--- src/rtl/sfifo_param.sv ---
// sfifo_param: single-clock parameterised FIFO with registered read data and occupancy status flags.
// Defining SFIFO_ERR_EN adds sticky overflow/underflow error flags (tied low otherwise).
module sfifo_param #(
  parameter int WIDTH     = 8,
  parameter int DEPTH     = 8,
  parameter int AFULL_TH  = 6,
  parameter int AEMPTY_TH = 2
) (
  input  logic                     clk,
  input  logic                     reset_n,
  input  logic                     i_wreq,
  input  logic                     i_rreq,
  input  logic [WIDTH-1:0]         Data_in,
  output logic [WIDTH-1:0]         Data_out,
  output logic                     o_rvalid,
  output logic                     fifoisfull,
  output logic                     fifoisempty,
  output logic                     fifo_afull,
  output logic                     fifo_aempty,
  output logic [$clog2(DEPTH):0]   fifo_count,
  output logic                     o_ovf,
  output logic                     o_udf
);

  localparam int AW = $clog2(DEPTH);
  localparam logic [AW:0] DEPTH_V     = (AW+1)'(DEPTH);
  localparam logic [AW:0] AFULL_V     = (AW+1)'(AFULL_TH);
  localparam logic [AW:0] AEMPTY_V    = (AW+1)'(AEMPTY_TH);
  localparam logic [AW:0] CNT_ONE     = (AW+1)'(1);
  localparam logic [AW-1:0] PTR_ONE   = AW'(1);

  logic [WIDTH-1:0] mem_r [DEPTH];
  logic [AW-1:0]    wptr_r;
  logic [AW-1:0]    rptr_r;
  logic [AW:0]      count_r;
  logic [AW:0]      count_nxt_s;
  logic [WIDTH-1:0] data_out_r;
  logic             rvalid_r;
  logic             full_s;
  logic             empty_s;
  logic             wr_acc_s;
  logic             rd_acc_s;

  // Status is decoded purely from the occupancy counter, never from the request inputs.
  assign full_s      = (count_r == DEPTH_V);
  assign empty_s     = (count_r == {(AW+1){1'b0}});
  assign fifoisfull  = full_s;
  assign fifoisempty = empty_s;
  assign fifo_afull  = (count_r >= AFULL_V);
  assign fifo_aempty = (count_r <= AEMPTY_V);
  assign fifo_count  = count_r;
  assign Data_out    = data_out_r;
  assign o_rvalid    = rvalid_r;

  // No bypass: a read against an empty FIFO is rejected even if a write lands on the same edge.
  assign wr_acc_s = i_wreq & ~full_s;
  assign rd_acc_s = i_rreq & ~empty_s;

  // Occupancy next-state from the accepted operations.
  always_comb begin
    count_nxt_s = count_r;
    case ({wr_acc_s, rd_acc_s})
      2'b10:   count_nxt_s = count_r + CNT_ONE;
      2'b01:   count_nxt_s = count_r - CNT_ONE;
      default: count_nxt_s = count_r;
    endcase
  end

  // Storage array; deliberately left out of reset.
  always_ff @(posedge clk) begin
    if (wr_acc_s) begin
      mem_r[wptr_r] <= Data_in;
    end
  end

  // Pointers and counter; AW-bit pointers wrap DEPTH-1 -> 0 naturally.
  always_ff @(posedge clk or negedge reset_n) begin
    if (!reset_n) begin
      wptr_r  <= {AW{1'b0}};
      rptr_r  <= {AW{1'b0}};
      count_r <= {(AW+1){1'b0}};
    end else begin
      if (wr_acc_s) begin
        wptr_r <= wptr_r + PTR_ONE;
      end
      if (rd_acc_s) begin
        rptr_r <= rptr_r + PTR_ONE;
      end
      count_r <= count_nxt_s;
    end
  end

  // Registered read port: data holds when no read is accepted, valid pulses for one cycle.
  always_ff @(posedge clk or negedge reset_n) begin
    if (!reset_n) begin
      data_out_r <= {WIDTH{1'b0}};
      rvalid_r   <= 1'b0;
    end else begin
      if (rd_acc_s) begin
        data_out_r <= mem_r[rptr_r];
      end
      rvalid_r <= rd_acc_s;
    end
  end

`ifdef SFIFO_ERR_EN
  logic ovf_r;
  logic udf_r;

  // Sticky error flags, cleared only by reset.
  always_ff @(posedge clk or negedge reset_n) begin
    if (!reset_n) begin
      ovf_r <= 1'b0;
      udf_r <= 1'b0;
    end else begin
      ovf_r <= ovf_r | (i_wreq & full_s);
      udf_r <= udf_r | (i_rreq & empty_s);
    end
  end

  assign o_ovf = ovf_r;
  assign o_udf = udf_r;
`else
  assign o_ovf = 1'b0;
  assign o_udf = 1'b0;
`endif

endmodule

--- config.mk ---
export PLATFORM = sky130hd
export DESIGN_NAME = sfifo_param
export DESIGN_NICKNAME = d
export VERILOG_FILES = /design/src/rtl/sfifo_param.sv
export SDC_FILE = /design/constraint.sdc
export NUM_CORES = 1
export LEC_CHECK = 0
export ABC_AREA = 1
export CORE_ASPECT_RATIO = 1.2
export CORE_MARGIN = 2
export CORE_UTILIZATION = 52
export CTS_CLUSTER_DIAMETER = 30
export DETAILED_ROUTE_END_ITERATION = 10
export GPL_TIMING_DRIVEN = 0
export HOLD_SLACK_MARGIN = 0.12
export PLACE_DENSITY = 0.76
export SLEW_MARGIN = 10
export SYNTH_ARGS = -nofsm -noshare
export SYNTH_HDL_FRONTEND = slang
export SYNTH_SLANG_ARGS = --single-unit
--- constraint.sdc ---
create_clock -name clk -period 1.9 [get_ports clk]
set_input_delay 0.38 -clock clk [delete_from_list [all_inputs] [get_ports clk]]
set_output_delay 0.38 -clock clk [all_outputs]
set_load 0.01 [all_outputs]
==> results.md <==
* Outcome: finished clean
* Register area share after synthesis at 64.2%
* Final worst slack at 0.0249 ns
* Placement Setup Slack at -0.506 ns
* Setup violators final at 0
* WL final at 7.87 mm
* Top cells by area, synth: edfxtp_1 51%, dfrtp_1 13%, nand2_1 12%, inv_1 6.0%, nand3_1 5.8%
* Drt pass-1 iters at 5
* Setup_tns at 0 ns
* Layout Nets at 428
* Tcrit/Tclk final at 98.7%
* Fraction of registers with async set/reset at 22.9%
* EDFF count, synth at 64
* Primary FF master, synth: edfxtp_1
* Hold Startpoint: Data_out[7]$_DFFE_PN0P_
* Post-route ant nets at 0
* Clk sinks at 83
* Largest family of logic cells by synthesized area: simple AND/OR/NAND/NOR gates
* First-pass GRT wire length at 12.6 mm
* Antenna diode count at 0
* Worst Path Arrival at 1.86 ns
* Most common cell in the synthesized netlist: nand2_1
* Worst path top cell family by delay: simple AND/OR/NAND/NOR gates
* IO Pins at 31
* Largest net degree at the start of global routing at 20
* Cell count of the worst hold path at 2
* Port Buffers at 28
* Max-slew headroom at 34.7%
* Hold Crit Class: reg -> reg
* Peak VDD IR at 0.674 mV
* Buffers & Inverters on Critical Path at 1
* Die Ht at 96.8 um
* Wire per inst at 15.7 um
* Mapped Area at 3730 um2
* Vias in the first global route at 2,558
* Area share of the largest cell type after synthesis at 51.5%
* Vias per cell at 5.13
* Post-synthesis register bit count at 83
* Pwr/cell area at 1500 nW/um2
* Critical path fanouts, max at 8
* Adder-cell share of the synthesized area at 2.21%
* Leak Pwr at 1.97 nW
* Worst endpoint required time at 1.88 ns
* Initial Utilization at 54.1%
* Hold-fix buffers, CTS at 0
* Startpoint Class: flip-flop
* Root buf cell: clkbuf_8
* Crit path from: fifo_count[3]$_DFFE_PN0P_
* Die Area at 7880 um2
* Crit path kind: reg -> reg
* Share of cells above drive strength 1 at 16.4%
* Crit path cell chain: nand3_1, nand2_2, inv_1, nand2_1, nor2_2
* CP Depth at 5
* Clock Pin Slew Worst Setup and Hold Paths at 0.09 ns
* Simple-Gate Fraction of Synth Area at 22.4%
* Finished Cell Area at 4410 um2
* Crit-path max cell delay at 0.49 ns
* CTS H-tree depth at 3
* TritonCTS Buffers at 9
* Clock tree from TritonCTS: yes
* Mux contribution to synthesized area at 0%
* XOR/XNOR Fraction of Synth Area at 1.17%
* Crit end category: flip-flop
* Leading area contributor after synthesis: edfxtp_1
* Fmax at 533 MHz
* YS warnings at 0
* Clock Skew at 0.0115 ns
* Synth top cells by count: 119 x nand2_1, 64 x edfxtp_1, 60 x inv_1
* R2R cell count at 5
* Via Count at 2,574
* Starting DRT DRC Count at 154
* Least-Margin Pin Slew at 0.977 ns
* Max Cap Viol at 0
* Hold WS at 0.482 ns
* Final Hold Violating Endpoints at 0
* Detailed Place HPWL at 5.09 mm
* Row count at 33
* Compound-gate portion of the synthesized area at 0.771%
* Pwr Total at 6.63 mW
* Core region area at 6900 um2
* Initial antenna violation count at 0
* Yosys cell types at 27
* RSZ-0062 raised after global routing: yes
* Slew Viols, Final at 0
* DRC at 0
* Area Growth Syn to Fin at 18.2%
* Total grt overflow at 0
* Placed inst area at 4170 um2
* Worst-Skew Late Latency at 0.35 ns
* Crit-path slowest cell: nor2_2
* Cells after Synth at 366
* Worst reg2reg path startpoint: fifo_count[3]$_DFFE_PN0P_
* Final estimated routing congestion in global placement at 0.813
* CTS max path bufs at 2
* Total track usage at 21.8%
* Final min period at 1.88 ns
* Die X-Extent at 81.4 um
* Post-synthesis area per instance at 10.2 um2
cell families (layout without fill, tap and decap cells):
| logic type | count (synthesis) | count (layout) |
|---|---|---|
| flip-flops | 83 | 83 |
| other | 1 | 2 |
| adder cells (fa/ha/maj) | 6 | 6 |
| XOR/XNOR | 5 | 5 |
| AO/OA/AOI/OAI | 5 | 5 |
| AND/OR/NAND/NOR | 188 | 188 |
| buffers and inverters | 78 | 126 |
placed cells by master, fill, tap and decap left out, drive strengths merged:
| master | count |
|---|---|
| clkinv | 4 |
| buf | 17 |
| clkbuf | 10 |
| o21ai | 5 |
| nand2 | 122 |
| xnor2 | 2 |
| edfxtp | 64 |
| nor2 | 13 |
| or2 | 2 |
| clkinvlp | 3 |
| nand3 | 51 |
| inv | 63 |
| bufinv | 1 |
| fa | 1 |
| dlygate4sd2 | 4 |
| ha | 5 |
| dfrtp | 19 |
| conb | 2 |
| xor2 | 3 |
| clkdlybuf4s50 | 24 |
final timing paths:
| check | end | slack (ns) |
|---|---|---|
| worst max-delay path | mem_r[3][5]$_DFFE_PP_ | 0.02 |
| worst min-delay path | Data_out[7]$_DFFE_PN0P_ | 0.48 |
| worst max register to register | mem_r[3][5]$_DFFE_PP_ | 0.02 |
| worst min register to register | Data_out[7]$_DFFE_PN0P_ | 0.48 |
| max in group asynchronous | fifo_count[0]$_DFFE_PN0P_ | 0.67 |
| min in group asynchronous | wptr_r[2]$_DFFE_PN0P_ | 0.57 |
per-layer routing:
layer	part of all wire, %	up-vias	global-route usage, %	routed length, um
li1	-	1236	-	-
met1	41	1226	28.0	3200
met2	51	95	36.5	4010
met4	2.4	0	8.34	188
met3	5.9	17	3.64	467
met5	0	-	0	0
worst reg2reg max path, stage by stage, from the launching register on:
cell,delay (ns)
dfrtp_2,0.46
nand3_1,0.13
nand2_2,0.11
inv_1,0.14
nand2_1,0.17
nor2_2,0.49
state kept, by name, summed over array words and instances, names as in the netlist:
signal and flops:
mem_r 64, wptr_r 3, fifo_count 4, Data_out 8
o_rvalid 1, rptr_r 3
final cells by class:
| type | count | area [um2] |
|---|---|---|
| fillers | 537 | 2480 |
| flip-flops and latches | 83 | 2400 |
| multi-input cells | 206 | 1070 |
| repair buffers | 33 | 313 |
| inverters | 64 | 248 |
| clock buffers | 9 | 124 |
| well taps | 87 | 109 |
| plain buffers | 13 | 80.1 |
| clock inverters | 7 | 68.8 |
timing repair:
action | CTS | global route
endpoints found under the setup margin | 70 | 40
setup buffers | 5 | 0
pin swaps | 4 | 2
resized for setup | 14 | 5
where the power goes:
group | total (mW) | internal, mW | switching, mW
combinational | 2.82 | 1.11 | 1.71
clock | 1.22 | 0.600 | 0.623
sequential | 2.59 | 2.37 | 0.212
total | 6.63 | 4.08 | 2.54
per-stage QoR:
step	utilization [%]	instances
floorplan	-	367
global placement	60.5	482
detailed placement	60.5	482
CTS	63.8	502
global route	64.0	502
finish	64.0	502
(Power assumes the default switching activity.)
